[src/rtl/alu_arbiter_if.sv]
// Bundle between the issue side, the shared alu and the response consumers.
// The master side is the requester/alu environment; the slave side is alu_arbiter.
interface alu_arbiter_if #(
    parameter int unsigned DATA_WIDTH    = 32,
    parameter int unsigned OPCODE_LENGTH = 4
);
    logic [1:0]               req_valid;
    logic [1:0]               req_ready;
    logic [DATA_WIDTH-1:0]    req_srca0;
    logic [DATA_WIDTH-1:0]    req_srca1;
    logic [DATA_WIDTH-1:0]    req_srcb0;
    logic [DATA_WIDTH-1:0]    req_srcb1;
    logic [OPCODE_LENGTH-1:0] req_op0;
    logic [OPCODE_LENGTH-1:0] req_op1;

    logic [DATA_WIDTH-1:0]    alu_srca;
    logic [DATA_WIDTH-1:0]    alu_srcb;
    logic [OPCODE_LENGTH-1:0] alu_op;
    logic [DATA_WIDTH-1:0]    alu_result;

    logic [1:0]               rsp_valid;
    logic [1:0]               rsp_ready;
    logic [DATA_WIDTH-1:0]    rsp_data0;
    logic [DATA_WIDTH-1:0]    rsp_data1;

    modport master (
        output req_valid, req_srca0, req_srca1, req_srcb0, req_srcb1, req_op0, req_op1,
        input  req_ready,
        input  alu_srca, alu_srcb, alu_op,
        output alu_result,
        input  rsp_valid, rsp_data0, rsp_data1,
        output rsp_ready
    );

    modport slave (
        input  req_valid, req_srca0, req_srca1, req_srcb0, req_srcb1, req_op0, req_op1,
        output req_ready,
        output alu_srca, alu_srcb, alu_op,
        input  alu_result,
        output rsp_valid, rsp_data0, rsp_data1,
        input  rsp_ready
    );
endinterface

[src/rtl/alu_arbiter.sv]
// Round-robin sharing of one combinational alu between two requesters, with a
// single registered execute stage and one response register per requester.
// Optional feature macro: ALU_ARB_STATS_EN adds saturating per-requester grant
// counters (grant_cnt0/1) and a synchronous stats_clr input.
module alu_arbiter #(
    parameter int unsigned DATA_WIDTH    = 32,
    parameter int unsigned OPCODE_LENGTH = 4
) (
    input  logic          clk,
    input  logic          rst_n,
`ifdef ALU_ARB_STATS_EN
    input  logic          stats_clr,
    output logic [15:0]   grant_cnt0,
    output logic [15:0]   grant_cnt1,
`endif
    alu_arbiter_if.slave  bus
);
    localparam int unsigned NREQ = 2;

    typedef enum logic [1:0] {
        FREE     = 2'd0,
        INFLIGHT = 2'd1,
        DONE     = 2'd2
    } slot_e;

    slot_e                    slot_q     [NREQ];
    logic [DATA_WIDTH-1:0]    rsp_data_q [NREQ];
    logic                     last_grant_q;
    logic                     ex_vld_q;
    logic                     ex_id_q;
    logic [DATA_WIDTH-1:0]    ex_srca_q;
    logic [DATA_WIDTH-1:0]    ex_srcb_q;
    logic [OPCODE_LENGTH-1:0] ex_op_q;

    logic [NREQ-1:0]          elig_c;
    logic [NREQ-1:0]          grant_c;
    logic                     any_grant_c;
    logic                     grant_id_c;

    // Eligibility and round-robin pick; a DONE slot may re-issue only when popped this cycle.
    always_comb begin
        elig_c  = '0;
        grant_c = '0;
        for (int i = 0; i < NREQ; i++) begin
            elig_c[i] = bus.req_valid[i] &&
                        ((slot_q[i] == FREE) || ((slot_q[i] == DONE) && bus.rsp_ready[i]));
        end
        if (elig_c == 2'b11) begin
            grant_c = last_grant_q ? 2'b01 : 2'b10;
        end else begin
            grant_c = elig_c;
        end
    end

    assign any_grant_c   = |grant_c;
    assign grant_id_c    = grant_c[1];
    assign bus.req_ready = grant_c;

    // Idle execute registers are zero, so the alu sees a quiet AND of zeros.
    assign bus.alu_srca  = ex_srca_q;
    assign bus.alu_srcb  = ex_srcb_q;
    assign bus.alu_op    = ex_op_q;

    assign bus.rsp_valid = {slot_q[1] == DONE, slot_q[0] == DONE};
    assign bus.rsp_data0 = rsp_data_q[0];
    assign bus.rsp_data1 = rsp_data_q[1];

    // Execute stage, round-robin pointer, response capture and per-requester slot FSMs.
    always_ff @(posedge clk or negedge rst_n) begin
        if (!rst_n) begin
            last_grant_q <= 1'b1;
            ex_vld_q     <= 1'b0;
            ex_id_q      <= 1'b0;
            ex_srca_q    <= '0;
            ex_srcb_q    <= '0;
            ex_op_q      <= '0;
            for (int i = 0; i < NREQ; i++) begin
                slot_q[i]     <= FREE;
                rsp_data_q[i] <= '0;
            end
        end else begin
            ex_vld_q <= any_grant_c;
            ex_id_q  <= grant_id_c;
            if (any_grant_c) begin
                last_grant_q <= grant_id_c;
                ex_srca_q    <= grant_id_c ? bus.req_srca1 : bus.req_srca0;
                ex_srcb_q    <= grant_id_c ? bus.req_srcb1 : bus.req_srcb0;
                ex_op_q      <= grant_id_c ? bus.req_op1   : bus.req_op0;
            end else begin
                ex_srca_q <= '0;
                ex_srcb_q <= '0;
                ex_op_q   <= '0;
            end
            for (int i = 0; i < NREQ; i++) begin
                if (ex_vld_q && (ex_id_q == 1'(i))) begin
                    rsp_data_q[i] <= bus.alu_result;
                end
                case (slot_q[i])
                    FREE: begin
                        if (grant_c[i]) slot_q[i] <= INFLIGHT;
                    end
                    INFLIGHT: begin
                        slot_q[i] <= DONE;
                    end
                    DONE: begin
                        if (grant_c[i]) begin
                            slot_q[i] <= INFLIGHT;
                        end else if (bus.rsp_ready[i]) begin
                            slot_q[i] <= FREE;
                        end
                    end
                    default: begin
                        slot_q[i] <= FREE;
                    end
                endcase
            end
        end
    end

`ifdef ALU_ARB_STATS_EN
    logic [15:0] cnt0_q;
    logic [15:0] cnt1_q;

    // Saturating accept counters; a clear beats a same-cycle increment.
    always_ff @(posedge clk or negedge rst_n) begin
        if (!rst_n) begin
            cnt0_q <= '0;
            cnt1_q <= '0;
        end else if (stats_clr) begin
            cnt0_q <= '0;
            cnt1_q <= '0;
        end else begin
            if (grant_c[0] && (cnt0_q != 16'hFFFF)) cnt0_q <= cnt0_q + 16'd1;
            if (grant_c[1] && (cnt1_q != 16'hFFFF)) cnt1_q <= cnt1_q + 16'd1;
        end
    end

    assign grant_cnt0 = cnt0_q;
    assign grant_cnt1 = cnt1_q;
`endif

endmodule

[src/flat_wrapper.sv]
// flat-port wrapper written by rule: the top's interface ports become plain ports
module alu_arbiter_flat 
#(
    parameter int unsigned DATA_WIDTH    = 32,
    parameter int unsigned OPCODE_LENGTH = 4
)
  (clk, rst_n, bus_req_valid, bus_req_srca0, bus_req_srca1, bus_req_srcb0, bus_req_srcb1, bus_req_op0, bus_req_op1, bus_req_ready, bus_alu_srca, bus_alu_srcb, bus_alu_op, bus_alu_result, bus_rsp_valid, bus_rsp_data0, bus_rsp_data1, bus_rsp_ready);
  alu_arbiter_if #(.DATA_WIDTH(DATA_WIDTH), .OPCODE_LENGTH(OPCODE_LENGTH)) bus_i ();
  input  logic clk;
  input  logic rst_n;
  input wire logic [$bits(bus_i.req_valid)-1:0] bus_req_valid;
  input wire logic [$bits(bus_i.req_srca0)-1:0] bus_req_srca0;
  input wire logic [$bits(bus_i.req_srca1)-1:0] bus_req_srca1;
  input wire logic [$bits(bus_i.req_srcb0)-1:0] bus_req_srcb0;
  input wire logic [$bits(bus_i.req_srcb1)-1:0] bus_req_srcb1;
  input wire logic [$bits(bus_i.req_op0)-1:0] bus_req_op0;
  input wire logic [$bits(bus_i.req_op1)-1:0] bus_req_op1;
  output wire logic [$bits(bus_i.req_ready)-1:0] bus_req_ready;
  output wire logic [$bits(bus_i.alu_srca)-1:0] bus_alu_srca;
  output wire logic [$bits(bus_i.alu_srcb)-1:0] bus_alu_srcb;
  output wire logic [$bits(bus_i.alu_op)-1:0] bus_alu_op;
  input wire logic [$bits(bus_i.alu_result)-1:0] bus_alu_result;
  output wire logic [$bits(bus_i.rsp_valid)-1:0] bus_rsp_valid;
  output wire logic [$bits(bus_i.rsp_data0)-1:0] bus_rsp_data0;
  output wire logic [$bits(bus_i.rsp_data1)-1:0] bus_rsp_data1;
  input wire logic [$bits(bus_i.rsp_ready)-1:0] bus_rsp_ready;
  assign bus_i.req_valid = bus_req_valid;
  assign bus_i.req_srca0 = bus_req_srca0;
  assign bus_i.req_srca1 = bus_req_srca1;
  assign bus_i.req_srcb0 = bus_req_srcb0;
  assign bus_i.req_srcb1 = bus_req_srcb1;
  assign bus_i.req_op0 = bus_req_op0;
  assign bus_i.req_op1 = bus_req_op1;
  assign bus_req_ready = bus_i.req_ready;
  assign bus_alu_srca = bus_i.alu_srca;
  assign bus_alu_srcb = bus_i.alu_srcb;
  assign bus_alu_op = bus_i.alu_op;
  assign bus_i.alu_result = bus_alu_result;
  assign bus_rsp_valid = bus_i.rsp_valid;
  assign bus_rsp_data0 = bus_i.rsp_data0;
  assign bus_rsp_data1 = bus_i.rsp_data1;
  assign bus_i.rsp_ready = bus_rsp_ready;
  alu_arbiter #(.DATA_WIDTH(DATA_WIDTH), .OPCODE_LENGTH(OPCODE_LENGTH)) u_core (.clk(clk), .rst_n(rst_n), .bus(bus_i));
endmodule
[config.mk]
export PLATFORM = sky130hd
export DESIGN_NAME = alu_arbiter_flat
export DESIGN_NICKNAME = d
export VERILOG_FILES = /design/src/rtl/alu_arbiter_if.sv /design/src/rtl/alu_arbiter.sv /design/src/flat_wrapper.sv
export SDC_FILE = /design/constraint.sdc
export NUM_CORES = 1
export LEC_CHECK = 0
export BUFFER_PORTS_ARGS = -buffer_cell sky130_fd_sc_hd__buf_2
export CORE_AREA = 2 2 122 124
export DETAILED_ROUTE_END_ITERATION = 8
export DIE_AREA = 0 0 124 126
export PLACE_DENSITY = 0.8
export SYNTH_ARGS = -nofsm -noshare
export SYNTH_HDL_FRONTEND = slang
export SYNTH_SLANG_ARGS = --single-unit
export TNS_END_PERCENT = 10
[constraint.sdc]
create_clock -name clk -period 2.8 [get_ports clk]
set_input_delay 0.28 -clock clk [delete_from_list [all_inputs] [get_ports clk]]
set_output_delay 0.28 -clock clk [all_outputs]
set_load 0.02 [all_outputs]
Word-level counts from Yosys, hierarchy flattened:

Index checks and enable logic that the tools add are counted.

* word-level logic and storage cells: 49
* bits in registers: 139

* eq/ne operators: 9
* muxes and demuxes: 16
* reductions and logical operators: 13
* bitwise logic cells: 1

Operators by type and width (number)
* $mux 32: 4
* $mux 2: 8
* $pmux 2 s3: 2
* $mux 4: 2
* $eq 2x2->1 const B: 3
* $logic_and 1x1->1: 6
* $ne 3x2->1 const B: 2
* $eq 2x1->1 const B: 2
* $logic_not 2->1: 2
* $ne 2x2->1 const B: 2
* $reduce_and 2->1: 2
* $logic_or 1x1->1: 2
* $reduce_or 2->1: 1
* $not 1->1: 1

Longest topological paths before layout:

Gate-level depths: netlist of run 1.

* depth in word-level cells: 8
* mapped depth: 7
* depth with buffers taken out: 3

Worst setup path after synthesis of run 1:

OpenSTA, ideal clock, no wires.

* kind: register to register
* from: reg u_core.last_grant_q
* to: reg u_core.ex_srca_q[10], in the netlist u_core.bus.alu_srca[10]
* required time: 2.679 ns
* buffers on the path: 3
* setup slack: 1.215 ns
* clock period less this slack: 1.585 ns
* arrival time: 1.464 ns
* cell stages (with the launch flop): 7
* cells stage by stage: dfstp_2 inv_1 o311a_1 buf_2 buf_6 buf_6 a22o_1

* word-level cells in the longest chain between the ends: 4
* elaborated cells between the ends (all ways): 5
* classes of those cells: 4 x mux; 1 x reduce/logical

RTL lines
* from (decl): line alu_arbiter.sv:28 `logic last_grant_q;`
* from (signal assigned): line alu_arbiter.sv:85 `last_grant_q <= grant_id_c;`
* $mux 2 (*): line alu_arbiter.sv:49 `grant_c = last_grant_q ? 2'b01 : 2'b10;`
* $mux 2 (*): line alu_arbiter.sv:48 `if (elig_c == 2'b11) begin`
* $mux 32 / $reduce_or 2->1 (equally long branches): line alu_arbiter.sv:86, alu_arbiter.sv:55
* $mux 32 (*): line alu_arbiter.sv:84 `if (any_grant_c) begin`
* to (signal assigned): line alu_arbiter.sv:86 `ex_srca_q <= grant_id_c ? bus.req_srca1 : bus.req_srca0;`
* to (decl): line alu_arbiter.sv:31 `logic [DATA_WIDTH-1:0] ex_srca_q;`

Mark *: on every way between the ends. The rest lies on a longest branch, timed or not.
A chain may end at the register's enable or synchronous reset.

Final worst setup path of run 1:

* from: reg u_core.slot_q[0] (netlist bit)
* to: out bus_req_ready[1]

* word-level cells in the longest chain between the ends: 6
* elaborated cells between the ends (all ways): 7
* classes of those cells: 2 x eq/ne; 1 x mux; 4 x reduce/logical

RTL lines
* from (decl): line alu_arbiter.sv:26 `slot_e slot_q [NREQ];`
* from (signal, indexed assignment): line alu_arbiter.sv:78 `slot_q[i] <= FREE;`
* from (signal, indexed assignment): line alu_arbiter.sv:100 `if (grant_c[i]) slot_q[i] <= INFLIGHT;`
* from (signal, indexed assignment): line alu_arbiter.sv:103 `slot_q[i] <= DONE;`
* $eq 2x2->1: line alu_arbiter.sv:46 `((slot_q[i] == FREE) || ((slot_q[i] == DONE) && bus.rsp_ready[i]));`
* $logic_and 1x1->1: line alu_arbiter.sv:46
* $logic_or 1x1->1 (*): line alu_arbiter.sv:46
* $logic_and 1x1->1 (*): line alu_arbiter.sv:45 `elig_c[i] = bus.req_valid[i] &&`
* $eq 2x2->1: line alu_arbiter.sv:48
* $mux 2 (*): line alu_arbiter.sv:48
* to (decl): line flat_wrapper.sv:18 `output wire logic [$bits(bus_i.req_ready)-1:0] bus_req_ready;`

Marks and branches as above.

==> impl_metrics.json, run 1 <==
{
  "outcome": "finished, final reports clean",
  "dieWidth_um": 124,
  "setup_violations": 0,
  "syn_avg_cell_area_um2": 16.2,
  "clk_latency_ns": 0.41,
  "first_pass_iters": 4,
  "required_ns": 2.52,
  "netlist_area_mm2": 0.00507,
  "dp.cells": 794,
  "via_per_inst": 4.79,
  "reg2reg_depth": 4,
  "cap_violations": 0,
  "dp_hpwl_um": 10700,
  "io_buffers": 309,
  "p_per_area_mw_per_mm2": 1200,
  "min_path_cells": 2,
  "cts_max_path_buffers": 2,
  "synth_cells": 314,
  "crit_type": "flip-flop to primary output",
  "wl_per_cell_um": 16.9,
  "min_path_type": "input port to flip-flop",
  "coreArea_mm2": 0.0143,
  "cts_setup_buffers": 0,
  "grt_max_degree": 71,
  "cts_htree_levels": 4,
  "critPathLaunch": "u_core.slot_q[0]$_DFFE_PN0P_",
  "fin_cells": 827,
  "grt_usage": 0.180,
  "hold_buffers": 1,
  "layout-drive-gt1-share": 0.650,
  "yosysUniqueCellTypes": 21,
  "antenna_found_initial": 0,
  "final_nets": 804,
  "synth-seq-cells": 139,
  "maxSlewViolCount": 0,
  "ioPinCount": 310,
  "reg2reg_from": "u_core.slot_q[0]$_DFFE_PN0P_",
  "ctsResizeCount": 0,
  "grt_pass1_vias": 4090,
  "ir_drop_mv": 0.654,
  "gp_congestion": 0.814,
  "rsz0062_at_grt": "no",
  "r2r_end": "u_core.bus.alu_srca[11]$_DFF_PN0_",
  "setup_tns_ns": 0,
  "fin_skew_ns": 0.00684,
  "end_kind": "primary output",
  "max_slew.worst_pin.slew_ns": 0.809,
  "drc": 0,
  "fmax_mhz": 449,
  "detail_route.iter0.violations": 136,
  "wl_um": 13900,
  "hold_viol": 0,
  "syn_to_final_growth_pct": 48.3,
  "n_antenna_cell": 0,
  "ant_nets": 0,
  "cts_tree": "built",
  "rows": 44,
  "fin_crit_ns": 2.23,
  "grt_pass1_wl_um": 21000,
  "min_from": "bus_req_srcb1[11]",
  "critPathLaunchType": "flip-flop",
  "critPathArrivalTime_ns": 1.95,
  "vias": 3959,
  "cts_num_sinks": 139,
  "endpoint": "bus_req_ready[1]",
  "maxSlewHeadroom": 0.461,
  "crit_fanout": 17,
  "yosys_warnings": 0,
  "clkTransAtPathRegs_ns": 0.06,
  "seq_area_frac_synth": 0.686,
  "die_area_mm2": 0.0156,
  "p_leak_nw": 3.96,
  "syn_nets": 488,
  "die_h_um": 126,
  "grt_overflow_total": 0,
  "period_share": 0.796,
  "start_util": 0.355,
  "cts_buffers": 17,
  "clock-root-buffer": "clkbuf_16",
  "r2r_slack_ns": 0.81
}
==> state kept, by name, indices dropped and copies added (netlist names) <==
signal	cells
u_core.bus.alu_srca	32
u_core.bus.alu_srcb	32
u_core.bus.rsp_data1	32
u_core.bus.rsp_data0	32
u_core.bus.alu_op	4
u_core.slot_q	4
u_core.ex_id_q	1
u_core.last_grant_q	1
u_core.ex_vld_q	1
==> synthesized netlist by cell type (all sizes together) <==
library cell,instances,area share
inv,2,0.0015
clkbuf,3,0.0022
nand2,2,0.0015
buf,20,0.024
mux2,65,0.14
nand2b,3,0.0037
nor2b,3,0.0052
mux2i,1,0.0020
nor2,1,0.00074
dfstp,1,0.0052
a22o,68,0.12
o21ai,3,0.0030
o311a,2,0.0039
a311oi,2,0.0047
dfrtp,138,0.68
==> worst max-delay path, stage by stage (launching register included) <==
cell and delay (ns):
dfrtp_1 0.40, nor2b_1 0.37, o311a_2 0.52, buf_2 0.24
==> through the flow <==
step                       util  worst slack (ns)  hold slack, ns  power, mW  instance area (um2)
after floorplan               -              1.22         -0.0156       5.31                 5070
after global placement    0.478             0.908           0.330       6.48                 6840
after detailed placement  0.478             0.845           0.339       6.58                 6840
after CTS                 0.526             0.548          0.0606       9.15                 7530
after global routing      0.526             0.431          0.0597       9.56                 7530
final                     0.526             0.572          0.0835       9.04                 7530
==> cell usage in the layout, fill, tap and decap left out, types with 2 or more instances in the layout <==
master and count:
a22o_1 68, buf_12 2, buf_2 308, buf_4 8
bufinv_16 6, clkbuf_16 17, clkinv_2 2, clkinv_4 2
clkinvlp_4 2, dfrtp_1 138, inv_1 2, inv_6 2
mux2_1 3, mux2_2 62, nand2_1 2, nand2b_1 2
nor2b_1 2, o21ai_0 3
==> worst min path at each step <==
stage                                                       to  slack (ns)
after floorplan                 u_core.bus.alu_op[0]$_DFF_PN0_       -0.02
after global placement    u_core.bus.rsp_data0[23]$_DFFE_PN0P_        0.33
after detailed placement  u_core.bus.rsp_data1[29]$_DFFE_PN0P_        0.34
after CTS                     u_core.bus.alu_srcb[6]$_DFF_PN0_        0.06
after global routing          u_core.bus.alu_srcb[0]$_DFF_PN0_        0.06
final                        u_core.bus.alu_srcb[11]$_DFF_PN0_        0.08
==> cells by family (layout without fill, tap and decap cells) <==
logic type             count (synthesis)  count (layout)  synth area share
flip-flops                           139             139             0.686
AO/OA/AOI/OAI                         75              75             0.129
multiplexers                          66              66             0.146
buffers and inverters                 25             354            0.0281
AND/OR/NAND/NOR                        9               9            0.0111
==> layout make-up <==
type                    count  area (um2)
fillers                  1229        6790
well taps                 184         230
clock buffers              18         439
flip-flops and latches    139        3480
multi-input cells         150        1470
clock inverters            14         240
repair buffers            320        1660
inverters                   2        7.51
==> metal layers <==
metal / GRT usage / vias to the layer above / part of all wire
li1: - / 1792 / -
met1: 0.194 / 1935 / 0.37
met2: 0.315 / 204 / 0.52
met3: 0.0725 / 28 / 0.088
met4: 0.0648 / 0 / 0.023
met5: 0 / - / 0
==> where the power goes <==
part	total (mW)	internal (mW)	switching, mW	leakage, nW
sequential	3.12	2.81	0.318	1.71
combinational	3.37	1.37	2.00	1.92
clock	2.55	1.70	0.847	0.327
(Power assumes the default switching activity.)
==> inputs of run 2 (changes only) <==
- ABC_AREA: not set -> 1
- CORE_AREA: 2 2 122 124 -> not set
- CORE_UTILIZATION: not set -> 41
- DIE_AREA: 0 0 124 126 -> not set
- PLACE_DENSITY: 0.8 -> 0.88
- clock period: 2.8 -> 1.95 ns (I/O delays scaled with it)
==> impl_metrics.json, run 2 <==
{
  "dp_slack_ns": 0.251,
  "worst_path_max_delay_cell": "dfrtp_1",
  "max_slew.worst_pin.slew_ns": 1.03,
  "grt_max_degree": 65,
  "detail_route.iter0.violations": 307,
  "synth_top_area_frac": 0.566,
  "min_path_type": "input port to flip-flop",
  "netlist_area_mm2": 0.00610,
  "layout-drive-gt1-share": 0.336,
  "grt_pass1_vias": 5031,
  "yosysUniqueCellTypes": 18,
  "end_kind": "primary output",
  "via_per_inst": 4.47,
  "synth-async-reset-ratio": 1.00,
  "grt_overflow_total": 0,
  "cts_num_sinks": 139,
  "critPathArrivalTime_ns": 1.63,
  "fin_skew_ns": 0.00879,
  "regArea_mm2": 0.00348,
  "rsz0062_at_grt": "no",
  "maxSlewHeadroom": 0.314,
  "vias": 5635,
  "cts_max_path_buffers": 2,
  "outcome": "finished, final reports clean",
  "min_path_cells": 3,
  "rows": 44,
  "required_ns": 1.75,
  "synth_common_cells": "nand2_1, inv_1, dfrtp_1, o21ai_0, nor2_1",
  "final_nets": 1237,
  "p_leak_nw": 5.37,
  "yosys.area.top_type": "dfrtp_1",
  "die_area_mm2": 0.0154,
  "period_share": 0.934,
  "fin_crit_ns": 1.82,
  "ys_top_cells_by_area": "dfrtp_1, nand2_1, inv_1",
  "synth_edf_count": 0,
  "antenna_found_initial": 1,
  "critical_path.most_common_cell": "inv_1",
  "syn_to_final_growth_pct": 37.1,
  "setup_tns_ns": 0,
  "crit_type": "flip-flop to primary output",
  "clk_latency_ns": 0.41,
  "crit_fanout": 14,
  "design_area_mm2": 0.00837,
  "dieWidth_um": 124,
  "ir_drop_mv": 0.729,
  "drc": 0,
  "reg2reg_depth": 5,
  "seq_area_frac_synth": 0.570,
  "wl_per_cell_um": 12.7,
  "multi_input_area_mm2": 0.00178,
  "grt_usage": 0.200,
  "place_area_mm2": 0.00776,
  "yosys_warnings": 0,
  "ant_nets": 0,
  "hold_viol": 0,
  "coreArea_mm2": 0.0145,
  "final_common_cell": "buf_2",
  "cp_cell_sequence": "nor2_1 > nand2_1 > inv_1 > nand2_4 > inv_1 > buf_2",
  "synth_cells": 757,
  "synth.most_common_cell": "nand2_1",
  "cap_violations": 0,
  "syn_avg_cell_area_um2": 8.06,
  "cts_tree": "built",
  "cts_htree_levels": 4,
  "fmax_mhz": 549,
  "io_buffers": 309,
  "gp_congestion": 0.797,
  "most-common-layout-cells": "buf_2, nand2_1, inv_1",
  "first_pass_iters": 6,
  "grt_pass1_wl_um": 23500,
  "start_util": 0.420,
  "die_h_um": 124,
  "clock-root-buffer": "clkbuf_16",
  "layout_setup_ws_ns": 0.128,
  "syn_nets": 931,
  "ioPinCount": 310,
  "n_fill_cell": 1244,
  "dp_hpwl_um": 11600,
  "synth-seq-cells": 139,
  "cpPeakStageDelay_ns": 0.40,
  "wl_um": 16000,
  "synth_flop_cell": "dfrtp_1",
  "clkTransAtPathRegs_ns": 0.06,
  "maxSlewViolCount": 0,
  "critPathLaunchType": "flip-flop",
  "p_per_area_mw_per_mm2": 1530,
  "cts_buffers": 17,
  "setup_violations": 0
}
==> run 2: cell count changes after synthesis, sizes merged, moves of 2 or more <==
cell	change
a21oi	+24
a22o	-68
a311oi	-2
clkbuf	+15
inv	+155
mux2	-65
nand2	+274
nand2b	-3
nand3	+26
nor2	+29
nor2b	-3
o21ai	+64
o311a	-2
==> run 2: path summary, 6_finish.rpt <==
path                                                 startpoint                                    to  slack (ns)
max reg2reg                        u_core.slot_q[0]$_DFFE_PN0P_      u_core.bus.alu_srca[3]$_DFF_PN0_        0.25
min in group asynchronous                                 rst_n  u_core.bus.rsp_data1[20]$_DFFE_PN0P_        0.31
max in group asynchronous                                 rst_n       u_core.last_grant_q$_DFFE_PN1P_        1.00
max                                u_core.slot_q[2]$_DFFE_PN0P_                      bus_req_ready[0]        0.13
min reg2reg                u_core.bus.rsp_data0[24]$_DFFE_PN0P_  u_core.bus.rsp_data0[24]$_DFFE_PN0P_        0.48
min                                           bus_req_srca0[23]     u_core.bus.alu_srca[23]$_DFF_PN0_        0.02
==> run 2: routing by layer <==
metal,track usage,vias to the layer above,part of all wire
met5,0,-,0
met4,0.0513,0,0.010
met3,0.0788,13,0.091
met2,0.348,232,0.50
met1,0.230,2559,0.40
li1,-,2831,-
==> run 2: cells by family after synthesis <==
group / synth area share
DFF: 0.570
buffers and inverters: 0.140
and+or+nand+nor: 0.214
AOI/OAI and AO/OA: 0.0753
==> run 2: area by class of cell <==
cell class                 count  area share
clock buffer                  18      0.0525
tap                          184      0.0275
clock inverter                14      0.0147
timing repair buffer         324       0.206
sequential                   139       0.416
inverter                     158      0.0709
antenna                        1    0.000299
multi-input combinational    423       0.212
==> run 2: power breakdown <==
group | switching, mW | leakage, nW | internal [mW] | total [mW]
registers | 0.489 | 1.74 | 4.03 | 4.52
logic | 3.61 | 3.36 | 1.66 | 5.26
clock network | 1.34 | 0.265 | 1.70 | 3.05
==> run 2: per-stage QoR <==
stage / hold WS (ns) / power, mW / util / instances
3_3_place_gp: 0.178 / 9.64 / 0.534 / 1224
3_5_place_dp: 0.182 / 9.83 / 0.534 / 1224
6_report: 0.0155 / 12.8 / 0.576 / 1261
5_1_grt: 0.0120 / 13.7 / 0.576 / 1261
4_1_cts: 0.000575 / 12.9 / 0.576 / 1260
2_1_floorplan: -0.101 / 7.96 / - / 757
==> run 2: what timing repair did <==
| item | in CTS | in global routing |
|---|---|---|
| hold buffers | 4 | 0 |
| hold endpoints to repair | 52 | 0 |
| endpoints found under the setup margin | 1 | 0 |
| gates resized for setup | 1 | 0 |
| buffers inserted | 0 | 0 |
==> run 2: worst max-delay path: cells and delay by family, from the launching register on <==
| family | cells | cell delay, ns |
|---|---|---|
| buffers and inverters | 3 | 0.38 |
| flip-flops | 1 | 0.40 |
| AND/OR/NAND/NOR | 3 | 0.43 |
==> inputs of run 3 (changes only) <==
- HOLD_SLACK_MARGIN: not set -> 0.02
==> impl_metrics.json, run 3 (synthesized netlist as in run 2, its figures left out) <==
{
  "end_kind": "primary output",
  "wl_um": 16200,
  "most-common-layout-cells": "buf_2, nand2_1, inv_1",
  "grt_usage": 0.203,
  "antenna_found_initial": 1,
  "switchingPower_mw": 5.44,
  "fin_util": 0.585,
  "fin_skew_ns": 0.00874,
  "grt_max_degree": 65,
  "clock-root-buffer": "clkbuf_16",
  "clk_latency_ns": 0.41,
  "dp_hpwl_um": 11600,
  "setup_tns_ns": 0,
  "hold_viol": 0,
  "required_ns": 1.75,
  "via_per_inst": 4.49,
  "critPathArrivalTime_ns": 1.63,
  "gp_congestion": 0.797,
  "p_per_area_mw_per_mm2": 1510,
  "ant_nets": 0,
  "first_pass_iters": 5,
  "p_leak_nw": 5.42,
  "r2r_slack_ns": 0.24,
  "swShare": 0.423,
  "detail_route.iter0.violations": 374,
  "setup_violations": 0,
  "min_path_type": "input port to flip-flop",
  "rsz0062_at_grt": "no",
  "cap_violations": 0,
  "final_nets": 1250,
  "n_fill_cell": 1221,
  "io_buffers": 309,
  "ioPinCount": 310,
  "grt_overflow_total": 0,
  "clkTransAtPathRegs_ns": 0.06,
  "combPwrFrac": 0.411,
  "grt_pass1_wl_um": 23800,
  "cts_setup_buffers": 0,
  "cts_max_path_buffers": 2,
  "rows": 44,
  "cts_buffers": 17,
  "fmax_mhz": 549,
  "fin_crit_ns": 1.82,
  "maxSlewViolCount": 0,
  "crit_fanout": 14,
  "cts_num_sinks": 139,
  "drc": 0,
  "coreArea_mm2": 0.0145,
  "cts_tree": "built",
  "vias": 5721,
  "start_util": 0.420,
  "cts_htree_levels": 4,
  "critPathLaunchType": "flip-flop",
  "syn_to_final_growth_pct": 39.3,
  "layout-drive-gt1-share": 0.332,
  "grt_pass1_vias": 5128,
  "p_int_mw": 7.41,
  "die_h_um": 124,
  "die_area_mm2": 0.0154,
  "final_common_cell": "buf_2",
  "wl_per_cell_um": 12.7,
  "ir_drop_mv": 0.725,
  "pwr-share-clk": 0.237,
  "fin_total_pwr_mw": 12.8,
  "maxSlewHeadroom": 0.306,
  "p_seq_frac": 0.352,
  "period_share": 0.935,
  "dieWidth_um": 124,
  "crit_type": "flip-flop to primary output",
  "outcome": "finished, final reports clean",
  "max_slew.worst_pin.slew_ns": 1.04
}
## run 3: cell count changes in the layout (fill, tap and decap cells not counted)
cell / before / now
dlygate4sd3_1: 4 / 17
## run 3: area by class of cell
class                   count  area, um2  area share
diodes                      1       2.50    0.000294
repair buffers            337       1860       0.218
flip-flops and latches    139       3480       0.409
well taps                 184        230      0.0271
clock buffers              18        439      0.0517
multi-input cells         423       1780       0.209
inverters                 158        593      0.0698
clock inverters            14        123      0.0144
## run 3: metrics by stage
stage	cell area [um2]	hold slack (ns)	cells	setup WS, ns
global placement	7760	0.178	1224	0.310
detailed placement	7760	0.182	1224	0.251
floorplan	6100	-0.101	757	0.623
global route	8500	0.0362	1274	0.0250
CTS	8490	0.0205	1272	0.0867
finish	8500	0.0318	1274	0.128
## run 3: what timing repair did
action	CTS	global route
setup endpoints to repair	1	0
gates resized for setup	1	0
hold buffers	16	1
endpoints found under the hold margin	64	1
## run 3: final timing paths
kind,cells past startpoint,from,endpoint
max reg2reg,5,u_core.slot_q[0]$_DFFE_PN0P_,u_core.bus.alu_srca[11]$_DFF_PN0_
max in group asynchronous,3,rst_n,u_core.last_grant_q$_DFFE_PN1P_
max,6,u_core.slot_q[2]$_DFFE_PN0P_,bus_req_ready[0]
min,3,bus_req_srca0[9],u_core.bus.alu_srca[9]$_DFF_PN0_
min reg2reg,2,u_core.bus.rsp_data0[24]$_DFFE_PN0P_,u_core.bus.rsp_data0[24]$_DFFE_PN0P_
min in group asynchronous,2,rst_n,u_core.bus.rsp_data1[20]$_DFFE_PN0P_
## run 3: metal layers
layer | vias up | track usage | share of wire
li1 | 2857 | - | -
met1 | 2605 | 0.231 | 0.39
met2 | 236 | 0.348 | 0.50
met3 | 23 | 0.0815 | 0.088
met4 | 0 | 0.0632 | 0.016
met5 | - | 0 | 0
## run 3: worst max-delay path, cell delays in order, from the launching register on
cell     delay, ns
dfrtp_1       0.40
nor2_1        0.17
nand2_1       0.11
inv_1         0.12
nand2_4       0.15
inv_1         0.10
buf_2         0.16
## run 3: power groups by stage
stage	Combinational (mW)	Sequential, mW	Clock (mW)
2_1_floorplan	2.03	5.93	0
3_3_place_gp	5.14	4.51	0
3_5_place_dp	5.28	4.55	0
4_1_cts	5.33	4.52	3.10
5_1_grt	5.87	4.66	3.24
6_report	5.28	4.52	3.05
